$ cat src/rtl/matrix_op_seq_if.sv
// Command and matrix_mem ALU-port bundle for matrix_op_seq.
// master = sequencer side, slave = command FSM plus matrix_mem side.
interface matrix_op_seq_if #(
    parameter int DW = 16
);
    logic          start;
    logic [1:0]    op;
    logic [1:0]    slot_a;
    logic [1:0]    slot_b;
    logic [1:0]    slot_c;
    logic [DW-1:0] scalar;
    logic          busy;
    logic          done;
    logic          err;

    logic [1:0]    mem_rd_slot;
    logic [2:0]    mem_rd_row;
    logic [2:0]    mem_rd_col;
    logic [DW-1:0] mem_rd_data;
    logic [2:0]    mem_cur_m;
    logic [2:0]    mem_cur_n;
    logic [1:0]    mem_wr_slot;
    logic [2:0]    mem_wr_row;
    logic [2:0]    mem_wr_col;
    logic [DW-1:0] mem_wr_data;
    logic          mem_wr_we;
    logic [2:0]    mem_res_m;
    logic [2:0]    mem_res_n;
    logic          mem_dim_we;

    modport master (
        input  start, op, slot_a, slot_b, slot_c, scalar,
        input  mem_rd_data, mem_cur_m, mem_cur_n,
        output busy, done, err,
        output mem_rd_slot, mem_rd_row, mem_rd_col,
        output mem_wr_slot, mem_wr_row, mem_wr_col, mem_wr_data, mem_wr_we,
        output mem_res_m, mem_res_n, mem_dim_we
    );

    modport slave (
        output start, op, slot_a, slot_b, slot_c, scalar,
        output mem_rd_data, mem_cur_m, mem_cur_n,
        input  busy, done, err,
        input  mem_rd_slot, mem_rd_row, mem_rd_col,
        input  mem_wr_slot, mem_wr_row, mem_wr_col, mem_wr_data, mem_wr_we,
        input  mem_res_m, mem_res_n, mem_dim_we
    );
endinterface

$ cat src/rtl/matrix_op_seq.sv
// Runs one ADD / TRANSPOSE / SCALAR_MUL / MATMUL over matrix_mem, one element
// access per cycle through the single combinational read port.
module matrix_op_seq #(
    parameter int DW      = 16,
    parameter int MAX_DIM = 5
) (
    input logic             clk,
    input logic             rst_n,
    matrix_op_seq_if.master bus
);
    typedef enum logic [3:0] {
        S_IDLE, S_LD_A, S_LD_B, S_CHECK, S_SETDIM,
        S_RD_A, S_RD_B, S_WR, S_DONE, S_ERR
    } state_t;

    localparam logic [1:0] OP_ADD = 2'd0;
    localparam logic [1:0] OP_TRN = 2'd1;
    localparam logic [1:0] OP_SCL = 2'd2;
    localparam logic [1:0] OP_MUL = 2'd3;

    state_t        state_q, state_d;
    logic [1:0]    op_q, op_d, slot_a_q, slot_a_d, slot_b_q, slot_b_d, slot_c_q, slot_c_d;
    logic [DW-1:0] scalar_q, scalar_d;
    logic [2:0]    am_q, am_d, an_q, an_d, bm_q, bm_d, bn_q, bn_d;
    logic [2:0]    rm_q, rm_d, rn_q, rn_d;
    logic [2:0]    i_q, i_d, j_q, j_d, k_q, k_d;
    logic [DW-1:0] a_q, a_d, b_q, b_d, acc_q, acc_d;
    logic [1:0]    rd_slot_q, rd_slot_d, wr_slot_q, wr_slot_d;
    logic [2:0]    rd_row_q, rd_row_d, rd_col_q, rd_col_d;
    logic [2:0]    wr_row_q, wr_row_d, wr_col_q, wr_col_d;
    logic [DW-1:0] wr_data_q, wr_data_d;
    logic          cfg_err, last_i, last_j, last_k;

    function automatic logic dim_bad(input logic [2:0] d);
        return (d == 3'd0) || (int'(d) > MAX_DIM);
    endfunction

    function automatic logic [DW-1:0] mul_trunc(input logic [DW-1:0] x, input logic [DW-1:0] y);
        logic [2*DW-1:0] p;
        p = {{DW{1'b0}}, x} * {{DW{1'b0}}, y};
        return p[DW-1:0];
    endfunction

    assign last_i = (i_q == rm_q - 3'd1);
    assign last_j = (j_q == rn_q - 3'd1);
    assign last_k = (k_q == an_q - 3'd1);

    always_comb begin
        cfg_err = 1'b0;
        unique case (op_q)
            OP_ADD:  cfg_err = dim_bad(am_q) || dim_bad(an_q) || dim_bad(bm_q) || dim_bad(bn_q)
                               || (am_q != bm_q) || (an_q != bn_q);
            OP_TRN:  cfg_err = dim_bad(am_q) || dim_bad(an_q) || (slot_c_q == slot_a_q);
            OP_SCL:  cfg_err = dim_bad(am_q) || dim_bad(an_q);
            default: cfg_err = dim_bad(am_q) || dim_bad(an_q) || dim_bad(bm_q) || dim_bad(bn_q)
                               || (an_q != bm_q) || (slot_c_q == slot_a_q) || (slot_c_q == slot_b_q);
        endcase
    end

    always_ff @(posedge clk or negedge rst_n) begin
        if (!rst_n) begin
            state_q   <= S_IDLE;
            op_q      <= '0; slot_a_q <= '0; slot_b_q <= '0; slot_c_q <= '0;
            scalar_q  <= '0;
            am_q      <= '0; an_q <= '0; bm_q <= '0; bn_q <= '0;
            rm_q      <= '0; rn_q <= '0;
            i_q       <= '0; j_q <= '0; k_q <= '0;
            a_q       <= '0; b_q <= '0; acc_q <= '0;
            rd_slot_q <= '0; rd_row_q <= '0; rd_col_q <= '0;
            wr_slot_q <= '0; wr_row_q <= '0; wr_col_q <= '0; wr_data_q <= '0;
        end else begin
            state_q   <= state_d;
            op_q      <= op_d; slot_a_q <= slot_a_d; slot_b_q <= slot_b_d; slot_c_q <= slot_c_d;
            scalar_q  <= scalar_d;
            am_q      <= am_d; an_q <= an_d; bm_q <= bm_d; bn_q <= bn_d;
            rm_q      <= rm_d; rn_q <= rn_d;
            i_q       <= i_d; j_q <= j_d; k_q <= k_d;
            a_q       <= a_d; b_q <= b_d; acc_q <= acc_d;
            rd_slot_q <= rd_slot_d; rd_row_q <= rd_row_d; rd_col_q <= rd_col_d;
            wr_slot_q <= wr_slot_d; wr_row_q <= wr_row_d; wr_col_q <= wr_col_d; wr_data_q <= wr_data_d;
        end
    end

    always_comb begin
        state_d = state_q;
        unique case (state_q)
            S_IDLE:   if (bus.start) state_d = S_LD_A;
            S_LD_A:   state_d = S_LD_B;
            S_LD_B:   state_d = S_CHECK;
            S_CHECK:  state_d = cfg_err ? S_ERR : S_SETDIM;
            S_SETDIM: state_d = S_RD_A;
            S_RD_A:   state_d = (op_q == OP_ADD || op_q == OP_MUL) ? S_RD_B : S_WR;
            S_RD_B:   state_d = (op_q == OP_MUL && !last_k) ? S_RD_A : S_WR;
            S_WR:     state_d = (last_i && last_j) ? S_DONE : S_RD_A;
            S_DONE:   state_d = S_IDLE;
            S_ERR:    state_d = S_IDLE;
            default:  state_d = S_IDLE;
        endcase
    end

    // Operand capture, dimension bookkeeping and element/k loop counters.
    always_comb begin
        op_d = op_q; slot_a_d = slot_a_q; slot_b_d = slot_b_q; slot_c_d = slot_c_q;
        scalar_d = scalar_q;
        am_d = am_q; an_d = an_q; bm_d = bm_q; bn_d = bn_q;
        rm_d = rm_q; rn_d = rn_q;
        i_d = i_q; j_d = j_q; k_d = k_q;
        a_d = a_q; b_d = b_q; acc_d = acc_q;
        unique case (state_q)
            S_IDLE: if (bus.start) begin
                op_d = bus.op; slot_a_d = bus.slot_a; slot_b_d = bus.slot_b;
                slot_c_d = bus.slot_c; scalar_d = bus.scalar;
            end
            S_LD_A: begin am_d = bus.mem_cur_m; an_d = bus.mem_cur_n; end
            S_LD_B: begin bm_d = bus.mem_cur_m; bn_d = bus.mem_cur_n; end
            S_CHECK: begin
                rm_d = (op_q == OP_TRN) ? an_q : am_q;
                rn_d = (op_q == OP_TRN) ? am_q : (op_q == OP_MUL) ? bn_q : an_q;
            end
            S_SETDIM: begin i_d = '0; j_d = '0; k_d = '0; acc_d = '0; end
            S_RD_A: a_d = bus.mem_rd_data;
            S_RD_B: begin
                b_d = bus.mem_rd_data;
                if (op_q == OP_MUL) begin
                    acc_d = acc_q + mul_trunc(a_q, bus.mem_rd_data);
                    if (!last_k) k_d = k_q + 3'd1;
                end
            end
            S_WR: begin
                k_d   = '0;
                acc_d = '0;
                if (last_j) begin
                    j_d = '0;
                    i_d = i_q + 3'd1;
                end else begin
                    j_d = j_q + 3'd1;
                end
            end
            default: ;
        endcase
    end

    // Address/data registers hold their last value whenever the port is idle.
    always_comb begin
        rd_slot_d = rd_slot_q; rd_row_d = rd_row_q; rd_col_d = rd_col_q;
        wr_slot_d = wr_slot_q; wr_row_d = wr_row_q; wr_col_d = wr_col_q; wr_data_d = wr_data_q;
        unique case (state_q)
            S_LD_A:   rd_slot_d = slot_a_q;
            S_LD_B:   rd_slot_d = slot_b_q;
            S_SETDIM: wr_slot_d = slot_c_q;
            S_RD_A: begin
                rd_slot_d = slot_a_q;
                rd_row_d  = (op_q == OP_TRN) ? j_q : i_q;
                rd_col_d  = (op_q == OP_TRN) ? i_q : (op_q == OP_MUL) ? k_q : j_q;
            end
            S_RD_B: begin
                rd_slot_d = slot_b_q;
                rd_row_d  = (op_q == OP_MUL) ? k_q : i_q;
                rd_col_d  = j_q;
            end
            S_WR: begin
                wr_slot_d = slot_c_q;
                wr_row_d  = i_q;
                wr_col_d  = j_q;
                unique case (op_q)
                    OP_ADD:  wr_data_d = a_q + b_q;
                    OP_TRN:  wr_data_d = a_q;
                    OP_SCL:  wr_data_d = mul_trunc(scalar_q, a_q);
                    default: wr_data_d = acc_q;
                endcase
            end
            default: ;
        endcase

        bus.busy        = (state_q != S_IDLE);
        bus.done        = (state_q == S_DONE) || (state_q == S_ERR);
        bus.err         = (state_q == S_ERR);
        bus.mem_wr_we   = (state_q == S_WR);
        bus.mem_dim_we  = (state_q == S_SETDIM);
        bus.mem_rd_slot = rd_slot_d;
        bus.mem_rd_row  = rd_row_d;
        bus.mem_rd_col  = rd_col_d;
        bus.mem_wr_slot = wr_slot_d;
        bus.mem_wr_row  = wr_row_d;
        bus.mem_wr_col  = wr_col_d;
        bus.mem_wr_data = wr_data_d;
        bus.mem_res_m   = rm_q;
        bus.mem_res_n   = rn_q;
    end
endmodule
$ cat src/flat_wrapper.sv
// flat-port wrapper written by rule: the top's interface ports become plain ports
module matrix_op_seq_flat 
#(
    parameter int DW      = 16,
    parameter int MAX_DIM = 5
)
  (clk, rst_n, bus_start, bus_op, bus_slot_a, bus_slot_b, bus_slot_c, bus_scalar, bus_mem_rd_data, bus_mem_cur_m, bus_mem_cur_n, bus_busy, bus_done, bus_err, bus_mem_rd_slot, bus_mem_rd_row, bus_mem_rd_col, bus_mem_wr_slot, bus_mem_wr_row, bus_mem_wr_col, bus_mem_wr_data, bus_mem_wr_we, bus_mem_res_m, bus_mem_res_n, bus_mem_dim_we);
  matrix_op_seq_if #(.DW(DW)) bus_i ();
  input logic clk;
  input logic rst_n;
  input wire logic [$bits(bus_i.start)-1:0] bus_start;
  input wire logic [$bits(bus_i.op)-1:0] bus_op;
  input wire logic [$bits(bus_i.slot_a)-1:0] bus_slot_a;
  input wire logic [$bits(bus_i.slot_b)-1:0] bus_slot_b;
  input wire logic [$bits(bus_i.slot_c)-1:0] bus_slot_c;
  input wire logic [$bits(bus_i.scalar)-1:0] bus_scalar;
  input wire logic [$bits(bus_i.mem_rd_data)-1:0] bus_mem_rd_data;
  input wire logic [$bits(bus_i.mem_cur_m)-1:0] bus_mem_cur_m;
  input wire logic [$bits(bus_i.mem_cur_n)-1:0] bus_mem_cur_n;
  output wire logic [$bits(bus_i.busy)-1:0] bus_busy;
  output wire logic [$bits(bus_i.done)-1:0] bus_done;
  output wire logic [$bits(bus_i.err)-1:0] bus_err;
  output wire logic [$bits(bus_i.mem_rd_slot)-1:0] bus_mem_rd_slot;
  output wire logic [$bits(bus_i.mem_rd_row)-1:0] bus_mem_rd_row;
  output wire logic [$bits(bus_i.mem_rd_col)-1:0] bus_mem_rd_col;
  output wire logic [$bits(bus_i.mem_wr_slot)-1:0] bus_mem_wr_slot;
  output wire logic [$bits(bus_i.mem_wr_row)-1:0] bus_mem_wr_row;
  output wire logic [$bits(bus_i.mem_wr_col)-1:0] bus_mem_wr_col;
  output wire logic [$bits(bus_i.mem_wr_data)-1:0] bus_mem_wr_data;
  output wire logic [$bits(bus_i.mem_wr_we)-1:0] bus_mem_wr_we;
  output wire logic [$bits(bus_i.mem_res_m)-1:0] bus_mem_res_m;
  output wire logic [$bits(bus_i.mem_res_n)-1:0] bus_mem_res_n;
  output wire logic [$bits(bus_i.mem_dim_we)-1:0] bus_mem_dim_we;
  assign bus_i.start = bus_start;
  assign bus_i.op = bus_op;
  assign bus_i.slot_a = bus_slot_a;
  assign bus_i.slot_b = bus_slot_b;
  assign bus_i.slot_c = bus_slot_c;
  assign bus_i.scalar = bus_scalar;
  assign bus_i.mem_rd_data = bus_mem_rd_data;
  assign bus_i.mem_cur_m = bus_mem_cur_m;
  assign bus_i.mem_cur_n = bus_mem_cur_n;
  assign bus_busy = bus_i.busy;
  assign bus_done = bus_i.done;
  assign bus_err = bus_i.err;
  assign bus_mem_rd_slot = bus_i.mem_rd_slot;
  assign bus_mem_rd_row = bus_i.mem_rd_row;
  assign bus_mem_rd_col = bus_i.mem_rd_col;
  assign bus_mem_wr_slot = bus_i.mem_wr_slot;
  assign bus_mem_wr_row = bus_i.mem_wr_row;
  assign bus_mem_wr_col = bus_i.mem_wr_col;
  assign bus_mem_wr_data = bus_i.mem_wr_data;
  assign bus_mem_wr_we = bus_i.mem_wr_we;
  assign bus_mem_res_m = bus_i.mem_res_m;
  assign bus_mem_res_n = bus_i.mem_res_n;
  assign bus_mem_dim_we = bus_i.mem_dim_we;
  matrix_op_seq #(.DW(DW), .MAX_DIM(MAX_DIM)) u_core (.clk(clk), .rst_n(rst_n), .bus(bus_i));
endmodule
$ cat config.mk
export PLATFORM = sky130hd
export DESIGN_NAME = matrix_op_seq_flat
export DESIGN_NICKNAME = d
export VERILOG_FILES = /design/src/rtl/matrix_op_seq_if.sv /design/src/rtl/matrix_op_seq.sv /design/src/flat_wrapper.sv
export SDC_FILE = /design/constraint.sdc
export NUM_CORES = 1
export LEC_CHECK = 0
export CAP_MARGIN = 20
export CORE_ASPECT_RATIO = 0.9
export CORE_MARGIN = 5
export CORE_UTILIZATION = 56
export CTS_BUF_LIST = sky130_fd_sc_hd__clkbuf_16
export DETAILED_ROUTE_END_ITERATION = 16
export GPL_ROUTABILITY_DRIVEN = 0
export PLACE_DENSITY_LB_ADDON = 0.3
export SKIP_CTS_REPAIR_TIMING = 1
export SYNTH_ARGS = -nofsm -noshare
export SYNTH_HDL_FRONTEND = slang
export SYNTH_SLANG_ARGS = --single-unit
$ cat constraint.sdc
create_clock -name clk -period 7.1 [get_ports clk]
set_input_delay 1.42 -clock clk [delete_from_list [all_inputs] [get_ports clk]]
set_output_delay 1.42 -clock clk [all_outputs]
set_load 0.02 [all_outputs]
# Word-level counts from Yosys, hierarchy flattened

Index checks and enable logic that the tools add are counted.

Logic and storage cells: 128
Bits of input ports: 49
Output and inout port bits: 43
Bits in registers: 135

Multipliers: 2
$lt $le $gt $ge: 4
Reductions and logical operators: 34
Mux-type cells: 31
Eq/ne operators: 24
Add/subtract/negate cells: 8

Operator list:

| operator                                                            | count |
|---|---|
| 16-bit one-hot mux with 3 select lines                              | 1 |
| 3-bit 2-to-1 mux                                                    | 13 |
| 16-bit adder                                                        | 2 |
| 16-bit by 16-bit multiplier with 16-bit output                      | 2 |
| 16-bit 2-to-1 mux                                                   | 2 |
| 16-bit one-hot mux with 2 select lines                              | 1 |
| 4-bit one-hot mux with 8 select lines                               | 1 |
| 3-bit one-hot mux with 2 select lines                               | 5 |
| 4-bit by 3-bit == test with 1-bit output (second input constant)    | 4 |
| 1-bit logical OR                                                    | 15 |
| 3-bit greater-than comparator (second input constant)               | 4 |
| 3-bit zero test                                                     | 4 |
| 4-bit 2-to-1 mux                                                    | 3 |
| 3-bit by 1-bit adder with 3-bit output (second input constant)      | 3 |
| 3-bit == test                                                       | 3 |
| 3-bit inequality test                                               | 3 |
| 3-bit by 1-bit subtractor with 3-bit output (second input constant) | 3 |
| 4-bit by 2-bit == test with 1-bit output (second input constant)    | 2 |
| 4-bit == test (second input constant)                               | 2 |
| 2-bit AND reduction                                                 | 3 |
| 2-bit OR reduction                                                  | 3 |
| 2-bit == test                                                       | 2 |
| 2-bit == test (second input constant)                               | 2 |
| 4-bit by 1-bit == test with 1-bit output (second input constant)    | 1 |
| 14 further kinds                                                    | 19 |

# Logic depth before layout (Yosys ltp)

Gate-level depths: netlist of run 1.

Depth in word-level cells: 11
Mapped depth: 21
Mapped depth without buffers: 20

# Worst setup path before layout of run 1

OpenSTA, ideal clock, no wires.

Path type: reg-to-output
From: register u_core.a_q[1]
To: output bus_mem_wr_data[12]
Path buffers: 2
Data required time: 5680 ps
Data arrival time: 5714 ps
Stages on the path, launching flop included: 20
Path slack: -34 ps
Cells stage by stage: dfrtp_1 > clkbuf_1 > clkbuf_1 > nand2_1 > fa_1 > fa_1 > fa_1 > fa_1 > inv_1 > fa_1 > inv_1 > fa_1 > inv_1 > ha_1 > and2_1 > a31o_2 > a211oi_1 > xnor2_1 > nand2_1 > a21oi_1

Word-level cells in the longest chain between the ends: 3
Elaborated cells on any way between the ends: 4
Those cells by class: add/sub: 1; mul: 1; mux: 2

Ends and longest elaborated chain:

| item                                                                           | RTL line                                  | RTL |
|---|---|---|
| start: declaration                                                             | matrix_op_seq.sv:27                       | `logic [DW-1:0] a_q, a_d, b_q, b_d, acc_q, acc_d;` |
| start signal: assignment                                                       | matrix_op_seq.sv:68                       | `a_q <= '0; b_q <= '0; acc_q <= '0;` |
| start signal: assignment                                                       | matrix_op_seq.sv:78                       | `a_q <= a_d; b_q <= b_d; acc_q <= acc_d;` |
| 16-bit by 16-bit multiplier with 16-bit output or 16-bit adder (tied branches) | matrix_op_seq.sv:40, matrix_op_seq.sv:166 |  |
| 16-bit one-hot mux with 3 select lines (*)                                     | matrix_op_seq.sv:165                      | `unique case (op_q)` |
| 16-bit 2-to-1 mux (*)                                                          | matrix_op_seq.sv:147                      | `unique case (state_q)` |
| end: declaration                                                               | flat_wrapper.sv:29                        | `output wire logic [$bits(bus_i.mem_wr_data)-1:0] bus_mem_wr_data;` |

Mark *: on every way between the ends. The rest lies on a longest branch, timed or not.

# Final worst setup path of run 1

From: register u_core.scalar_q[6]
To: output bus_mem_wr_data[15]

Word-level cells in the longest chain between the ends: 3

Ends and longest elaborated chain:

| item                                           | RTL line             | RTL |
|---|---|---|
| start: declaration                             | matrix_op_seq.sv:23  | `logic [DW-1:0] scalar_q, scalar_d;` |
| start signal: assignment                       | matrix_op_seq.sv:74  | `scalar_q <= scalar_d;` |
| 16-bit by 16-bit multiplier with 16-bit output | matrix_op_seq.sv:40  | `p = {{DW{1'b0}}, x} * {{DW{1'b0}}, y};` |
| 16-bit one-hot mux with 3 select lines         | matrix_op_seq.sv:165 |  |
| 16-bit 2-to-1 mux                              | matrix_op_seq.sv:147 |  |

Every way passes these cells.

==> insert_results.sql, run 1 <==
INSERT INTO impl_metrics (metric_group, metric, value, unit) VALUES
('setup_path', 'critical_path.endpoint_type', 'output pin', ''),
('synth', 'synth.distinct_cells', '63', ''),
('setup_path', 'slowest_delay', '0.51', 'ns'),
('sta', 'finalSetupViolations', '4', ''),
('global_route', 'grt_antenna_before_repair', '1', ''),
('clocking', 'clockRootBuffer', 'sky130_fd_sc_hd__clkbuf_16', ''),
('floorplan', 'core_area', '27000', 'um^2'),
('finish', 'nFillCells', '2051', ''),
('setup_path', 'crit_buf_inv', '7', ''),
('detailed_routing', 'avgViaCountPerCell', '5.68', ''),
('detailed_routing', 'wl', '43300', 'um'),
('global_route', 'grt_overflow_total', '0', ''),
('synth', 'syn_inst', '1737', ''),
('sta', 'clock-skew-final', '0.0104', 'ns'),
('setup_path', 'worst_setup_path_class', 'register to output pin', ''),
('sta', 'timing.max_slew.rel_slack', '34.4', '%'),
('clocking', 'htree_num_levels', '4', ''),
('synth', 'synth_area_leader_cell', 'sky130_fd_sc_hd__fa_1', ''),
('clocking', 'clock-sinks', '135', ''),
('floorplan', 'num_rows', '57', ''),
('finish', 'drive_gt1_share', '14.0', '%'),
('sta', 'hold_viol', '0', ''),
('global_route', 'grt_use_total', '28.0', '%'),
('floorplan', 'die_h', '167', 'um'),
('finish', 'final-seq-area', '3390', 'um^2'),
('synth', 'synth_top_cell_area_share', '22.8', '%'),
('placement', 'place_hpwl', '32900', 'um'),
('setup_path', 'worst_ep_arrival_time', '5.96', 'ns'),
('setup_path', 'required', '5.68', 'ns'),
('detailed_routing', 'drtPass1Iterations', '6', ''),
('finish', 'area_growth_syn_to_layout', '18.3', '%'),
('placement', 'place_ws', '-0.388', 'ns'),
('setup_path', 'critical-path-top-delay-family', 'adder cells', ''),
('synth', 'yosys_warnings', '0', ''),
('synth', 'synth_seq_area_share', '22.0', '%'),
('sta', 'final.period_utilization', '104', '%'),
('synth', 'mappedNetlistNets', '2089', ''),
('detailed_routing', 'drtIter0Drc', '1166', ''),
('status', 'failing_checks', 'negative setup slack', ''),
('setup_path', 'critical_path.slowest_cell', 'sky130_fd_sc_hd__fa_1', ''),
('floorplan', 'dieArea', '30800', 'um^2'),
('setup_path', 'critical-path-top-cell-by-count', 'sky130_fd_sc_hd__fa_1', ''),
('setup_path', 'critPathMaxFanout', '5', ''),
('detailed_routing', 'drtAntennaViolNets', '0', ''),
('sta', 'grt_setup_unrepaired', 'yes', ''),
('placement', 'placement.io_buffers', '91', ''),
('synth', 'netlist_top_cells_area', 'sky130_fd_sc_hd__fa_1 (23%), sky130_fd_sc_hd__dfrtp_1 (22%), sky130_fd_sc_hd__ha_1 (10%), sky130_fd_sc_hd__nand2_1 (8.3%), sky130_fd_sc_hd__inv_1 (6.7%)', ''),
('synth', 'synth_ff_type', 'sky130_fd_sc_hd__dfrtp_1', ''),
('clocking', 'tritoncts', 'built', ''),
('run', 'max-cap-violations', '0', ''),
('hold_path', 'kind_of_path_behind_the_tightest_hold_check', 'register to register', ''),
('global_route', 'vias_in_the_first_global_route', '12800', ''),
('synth', 'yosys_register_bits', '135', ''),
('clocking', 'path_clk_slew', '0.07', 'ns'),
('global_route', 'grt_first_pass_wirelength', '68600', 'um'),
('global_route', 'grt_max_degree', '69', ''),
('synth', 'postSynth.asyncResetShare', '100', '%'),
('detailed_routing', 'wl_per_cell', '19.3', 'um'),
('finish', 'antenna_cells', '0', ''),
('finish', 'multi_input_area', '10800', 'um^2'),
('synth', 'synth_edf_count', '0', ''),
('sta', 'timing.final.max_slew_violations', '0', ''),
('finish', 'count_of_nets_after_finishing', '2224', ''),
('finish', 'layout.cells.most_common_list', 'sky130_fd_sc_hd__nand2_1 (340), sky130_fd_sc_hd__inv_1 (267), sky130_fd_sc_hd__fa_1 (166)', ''),
('sta', 'post-route-worst-setup-slack', '-0.278', 'ns'),
('status', 'outcome', 'complete, but fails checks', ''),
('floorplan', 'die_width', '185', 'um'),
('sta', 'max_slew.worst_pin.slew', '0.977', 'ns'),
('finish', 'mostFrequentLayoutCell', 'sky130_fd_sc_hd__nand2_1', ''),
('synth', 'post_synth_instance_area', '15300', 'um^2'),
('setup_path', 'worstPathCellList', 'buf_6 > and2_4 > fa_1 > inv_1 > fa_1 > fa_1 > fa_1 > inv_1 > fa_1 > inv_1 > fa_1 > inv_2 > ha_4 > buf_6 > nand3_2 > a21oi_2 > nor4_2 > or3_4 > a32oi_2 > a21oi_2 > buf_6', '');
## worst reg2reg max path, stage by stage, from the launching register on
cell and delay (ns):
sky130_fd_sc_hd__dfrtp_1 0.86, sky130_fd_sc_hd__buf_4 0.32, sky130_fd_sc_hd__and2_1 0.15, sky130_fd_sc_hd__ha_1 0.13
sky130_fd_sc_hd__inv_1 0.04, sky130_fd_sc_hd__fa_1 0.47, sky130_fd_sc_hd__inv_1 0.04, sky130_fd_sc_hd__ha_1 0.26
sky130_fd_sc_hd__ha_1 0.27, sky130_fd_sc_hd__inv_1 0.05, sky130_fd_sc_hd__fa_1 0.48, sky130_fd_sc_hd__inv_1 0.04
sky130_fd_sc_hd__ha_1 0.21, sky130_fd_sc_hd__fa_1 0.47, sky130_fd_sc_hd__a21o_1 0.20, sky130_fd_sc_hd__a21o_1 0.22
sky130_fd_sc_hd__a2111oi_0 0.44, sky130_fd_sc_hd__nor3_1 0.15, sky130_fd_sc_hd__a41oi_1 0.32, sky130_fd_sc_hd__nor2b_1 0.20
sky130_fd_sc_hd__xnor2_1 0.08, sky130_fd_sc_hd__a22o_1 0.20
## registers in the layout, summed over array words and instances (netlist names), 4 cells and up
signal,flops
u_core.a_q,16
u_core.acc_q,16
u_core.b_q,16
u_core.scalar_q,16
u_core.wr_data_q,16
u_core.state_q,4
## kinds of logic after synthesis
kind of cell,share of synthesized area [%]
simple gates,16.7
buf+inv,8.94
fa+ha+maj,33.3
compound gates,8.60
flops,22.0
xor+xnor,6.64
mux,3.81
## synthesized netlist by cell type, types with 3 or more instances
cell type / count
sky130_fd_sc_hd__nand3_1: 11
sky130_fd_sc_hd__clkbuf_1: 75
sky130_fd_sc_hd__and2_2: 3
sky130_fd_sc_hd__inv_1: 274
sky130_fd_sc_hd__xor2_1: 30
sky130_fd_sc_hd__a21oi_1: 66
sky130_fd_sc_hd__a22o_1: 14
sky130_fd_sc_hd__fa_1: 175
sky130_fd_sc_hd__a21o_1: 14
sky130_fd_sc_hd__and3_1: 4
sky130_fd_sc_hd__dfrtp_1: 135
sky130_fd_sc_hd__or3_1: 4
sky130_fd_sc_hd__o21ai_0: 44
sky130_fd_sc_hd__o21bai_1: 4
sky130_fd_sc_hd__nand2_1: 341
sky130_fd_sc_hd__a22oi_1: 3
sky130_fd_sc_hd__a222oi_1: 3
sky130_fd_sc_hd__nor3_1: 22
sky130_fd_sc_hd__nor2_1: 38
sky130_fd_sc_hd__nand4_1: 4
sky130_fd_sc_hd__ha_1: 128
sky130_fd_sc_hd__o211ai_1: 3
sky130_fd_sc_hd__buf_1: 4
sky130_fd_sc_hd__mux2_2: 35
sky130_fd_sc_hd__o22ai_1: 6
sky130_fd_sc_hd__or2_2: 3
sky130_fd_sc_hd__nand3b_1: 3
sky130_fd_sc_hd__o221ai_1: 3
sky130_fd_sc_hd__nor2b_1: 6
sky130_fd_sc_hd__a211oi_1: 8
sky130_fd_sc_hd__nand2b_1: 10
sky130_fd_sc_hd__and2_1: 115
sky130_fd_sc_hd__xnor2_1: 82
sky130_fd_sc_hd__mux2i_1: 19
sky130_fd_sc_hd__o31ai_1: 4
sky130_fd_sc_hd__a221oi_1: 7
## per-stage QoR
step                      instance area [um^2]  instances  util, %  setup TNS (ns)
after CTS                                17700       2225     65.5           -5.28
after detailed placement                 17100       2193     63.2           -1.18
after floorplan                          15400       1737        -               0
after global placement                   17100       2193     63.2          -0.653
after global routing                     18200       2239     67.2           -1.50
final                                    18200       2239     67.2          -0.582
## final cells by class
type | instances | area share [%]
Inverter | 276 | 5.71
Tap cell | 354 | 2.44
Clock buffer | 17 | 2.34
Multi-Input combinational cell | 1242 | 59.8
Timing Repair Buffer | 200 | 10.0
Sequential cell | 135 | 18.7
Clock inverter | 15 | 1.01
## path summary, 6_finish.rpt
path	to	start	depth (start not counted)	slack (ns)
max in group asynchronous	u_core.b_q[6]	rst_n	2	4.78
setup reg to reg	u_core.acc_q[13]	u_core.a_q[0]	21	1.34
hold reg to reg	u_core.wr_slot_q[1]	u_core.wr_slot_q[1]	2	0.48
min in group asynchronous	u_core.bm_q[1]	rst_n	1	0.98
hold / removal	u_core.wr_slot_q[1]	u_core.wr_slot_q[1]	2	0.48
setup / recovery	bus_mem_wr_data[15]	u_core.scalar_q[6]	21	-0.28
## layer usage
| metal | up-vias | part of all wire (%) | GRT usage (%) |
|---|---|---|---|
| met4 | 2 | 2.6 | 7.59 |
| li1 | 5712 | - | - |
| met5 | - | 0.016 | 0 |
| met2 | 619 | 46 | 42.6 |
| met1 | 6282 | 42 | 40.3 |
| met3 | 103 | 9.3 | 6.65 |
Power of run 1 is left out: the tool's default activity adds up to more than one toggle a clock period on the data nets, which glitch-free logic cannot reach.
==> inputs of run 2 (changes only) <==
--- a/config.mk
+++ b/config.mk
@@ -12,7 +12,7 @@
 export CTS_BUF_LIST = sky130_fd_sc_hd__clkbuf_16
 export DETAILED_ROUTE_END_ITERATION = 16
 export GPL_ROUTABILITY_DRIVEN = 0
-export PLACE_DENSITY_LB_ADDON = 0.3
+export PLACE_DENSITY = 0.79
 export SKIP_CTS_REPAIR_TIMING = 1
 export SYNTH_ARGS = -nofsm -noshare
 export SYNTH_HDL_FRONTEND = slang
==> run 2 against run 1 <==
The run still ends with negative setup slack left. Cell count fell by 0.13%. Die area stayed put. Global-route usage is 0.74 points higher. Critical path depth down 2. Via count increased by 1.3%. Largest cell class unchanged.
==> insert_results.sql, run 2 (synthesis results as in run 1) <==
INSERT INTO impl_metrics (metric_group, metric, value, unit) VALUES
('setup_path', 'critical-path-top-delay-family', 'adder cells', ''),
('hold_path', 'hold_path_depth', '2', ''),
('detailed_routing', 'drc', '0', ''),
('global_route', 'vias_in_the_first_global_route', '13200', ''),
('setup_path', 'worstReg2RegStart', 'u_core.a_q[0]', ''),
('finish', 'drive_gt1_share', '13.3', '%'),
('placement', 'place_hpwl', '32700', 'um'),
('floorplan', 'num_rows', '57', ''),
('clocking', 'cts_buffers', '17', ''),
('setup_path', 'critical_path.endpoint_type', 'output pin', ''),
('placement', 'place_ws', '-0.421', 'ns'),
('detailed_routing', 'drtAntennaViolNets', '0', ''),
('hold_path', 'timing.hold.worst_endpoint', 'u_core.wr_col_q[2]', ''),
('sta', 'layout_min_cycle_time', '7.44', 'ns'),
('global_route', 'grt_use_total', '28.7', '%'),
('setup_path', 'worstPathCellList', 'and2_4 > fa_1 > inv_1 > fa_1 > inv_2 > fa_1 > fa_1 > inv_1 > fa_1 > fa_2 > xor2_2 > xnor2_2 > xnor2_1 > xnor2_1 > xnor3_1 > or3_1 > a32oi_2 > a21oi_2 > buf_4', ''),
('setup_path', 'required', '5.68', 'ns'),
('setup_path', 'crit_path_start_kind', 'register', ''),
('clocking', 'cts-root-to-sink-buffers', '2', ''),
('sta', 'fmaxAchievable', '0.134', 'GHz'),
('global_route', 'grt_overflow_total', '0', ''),
('setup_path', 'worstRegToRegCells', '21', ''),
('floorplan', 'io_pins', '92', ''),
('sta', 'hold_viol', '0', ''),
('setup_path', 'slowest_delay', '0.55', 'ns'),
('run', 'max-cap-violations', '0', ''),
('sta', 'final.period_utilization', '105', '%'),
('finish', 'multi_input_area', '10800', 'um^2'),
('setup_path', 'reg_to_reg_setup_timing_slack', '1.30', 'ns'),
('finish', 'final-seq-area', '3390', 'um^2'),
('global_route', 'grt_first_pass_wirelength', '70200', 'um'),
('detailed_routing', 'wl_per_cell', '19.8', 'um'),
('clocking', 'clockRootBuffer', 'sky130_fd_sc_hd__clkbuf_16', ''),
('clocking', 'clock-sinks', '135', ''),
('clocking', 'tritoncts', 'built', ''),
('global_route', 'grt_max_degree', '96', ''),
('detailed_routing', 'wl', '44300', 'um'),
('sta', 'clock-skew-final', '0.00895', 'ns'),
('sta', 'finalSetupViolations', '4', ''),
('setup_path', 'worst_setup_path_class', 'register to output pin', ''),
('finish', 'count_of_nets_after_finishing', '2220', ''),
('clocking', 'path_clk_slew', '0.07', 'ns'),
('sta', 'timing.max_slew.rel_slack', '27.5', '%'),
('detailed_routing', 'routed-via-count', '12900', ''),
('hold_path', 'kind_of_path_behind_the_tightest_hold_check', 'register to register', ''),
('detailed_routing', 'drtPass1Iterations', '5', ''),
('clocking', 'clkLatencyLatePin', '0.44', 'ns'),
('placement', 'placement.io_buffers', '91', ''),
('setup_path', 'worst_ep_arrival_time', '6.02', 'ns'),
('detailed_routing', 'avgViaCountPerCell', '5.76', ''),
('setup_path', 'crit_buf_inv', '4', ''),
('hold_path', 'min-delay-start', 'u_core.wr_col_q[2]', ''),
('status', 'failing_checks', 'negative setup slack', ''),
('floorplan', 'start_util', '56.8', '%'),
('floorplan', 'die_width', '185', 'um'),
('finish', 'mostFrequentLayoutCell', 'sky130_fd_sc_hd__nand2_1', ''),
('status', 'outcome', 'complete, but fails checks', ''),
('finish', 'area_growth_syn_to_layout', '17.5', '%'),
('clocking', 'htree_num_levels', '4', ''),
('sta', 'timing.final.max_slew_violations', '0', ''),
('sta', 'post-route-worst-setup-slack', '-0.338', 'ns'),
('finish', 'layout.cells.most_common_list', 'sky130_fd_sc_hd__nand2_1 (340), sky130_fd_sc_hd__inv_1 (268), sky130_fd_sc_hd__fa_1 (169)', ''),
('floorplan', 'dieArea', '30800', 'um^2'),
('detailed_routing', 'drtIter0Drc', '1122', ''),
('setup_path', 'critical-path-top-cell-by-count', 'sky130_fd_sc_hd__fa_1', ''),
('sta', 'max_slew.worst_pin.slew', '1.08', 'ns'),
('setup_path', 'critPathMaxFanout', '3', ''),
('floorplan', 'core_area', '27000', 'um^2'),
('sta', 'grt_setup_unrepaired', 'yes', ''),
('global_route', 'grt_antenna_before_repair', '1', ''),
('finish', 'nFillCells', '2035', ''),
('floorplan', 'die_h', '167', 'um'),
('setup_path', 'worst_r2r_endpoint', 'u_core.acc_q[13]', ''),
('setup_path', 'critical_path.slowest_cell', 'sky130_fd_sc_hd__fa_1', '');
run 2: layer usage:
layer / vias up / global-route usage [%] / part of all wire [%]
li1: 5699 / - / -
met1: 6296 / 40.5 / 40
met2: 746 / 44.1 / 45
met3: 142 / 6.96 / 11
met4: 0 / 8.90 / 3.4
met5: - / 0 / 0
run 2: worst max path at each step:
stage                  start                  end  slack, ns  cells after the start
2_1_floorplan  u_core.a_q[1]  bus_mem_wr_data[12]       0.08                     19
3_3_place_gp   u_core.a_q[1]  bus_mem_wr_data[15]      -0.30                     19
3_5_place_dp   u_core.a_q[1]  bus_mem_wr_data[15]      -0.42                     19
4_1_cts        u_core.a_q[1]  bus_mem_wr_data[15]      -0.89                     19
5_1_grt        u_core.a_q[1]  bus_mem_wr_data[15]      -0.48                     19
6_report       u_core.a_q[1]  bus_mem_wr_data[15]      -0.34                     19
run 2: metrics by stage:
| stage | hold WS (ns) | util, % | TNS [ns] | area [um^2] | std cells |
|---|---|---|---|---|---|
| after detailed placement | 0.464 | 63.2 | -1.17 | 17100 | 2193 |
| after floorplan | 0.450 | - | 0 | 15400 | 1737 |
| after global routing | 0.505 | 66.7 | -1.68 | 18000 | 2235 |
| after CTS | 0.482 | 65.4 | -4.73 | 17700 | 2225 |
| after global placement | 0.455 | 63.2 | -0.682 | 17100 | 2193 |
| final | 0.480 | 66.7 | -0.882 | 18000 | 2236 |
run 2: tightest hold or removal path: stages, from the launching register on:
cell	delay (ns)
sky130_fd_sc_hd__dfrtp_1	0.33
sky130_fd_sc_hd__nand2_1	0.05
sky130_fd_sc_hd__nand2_1	0.07
run 2: cell type report:
cell class | instances | share of cell area [%]
Inverter | 276 | 5.75
Sequential cell | 135 | 18.8
Clock inverter | 15 | 0.895
Timing Repair Buffer | 196 | 9.64
Tap cell | 354 | 2.46
Antenna cell | 1 | 0.0139
Clock buffer | 17 | 2.36
Multi-Input combinational cell | 1242 | 60.1
Power of run 2 is left out for the same reason.
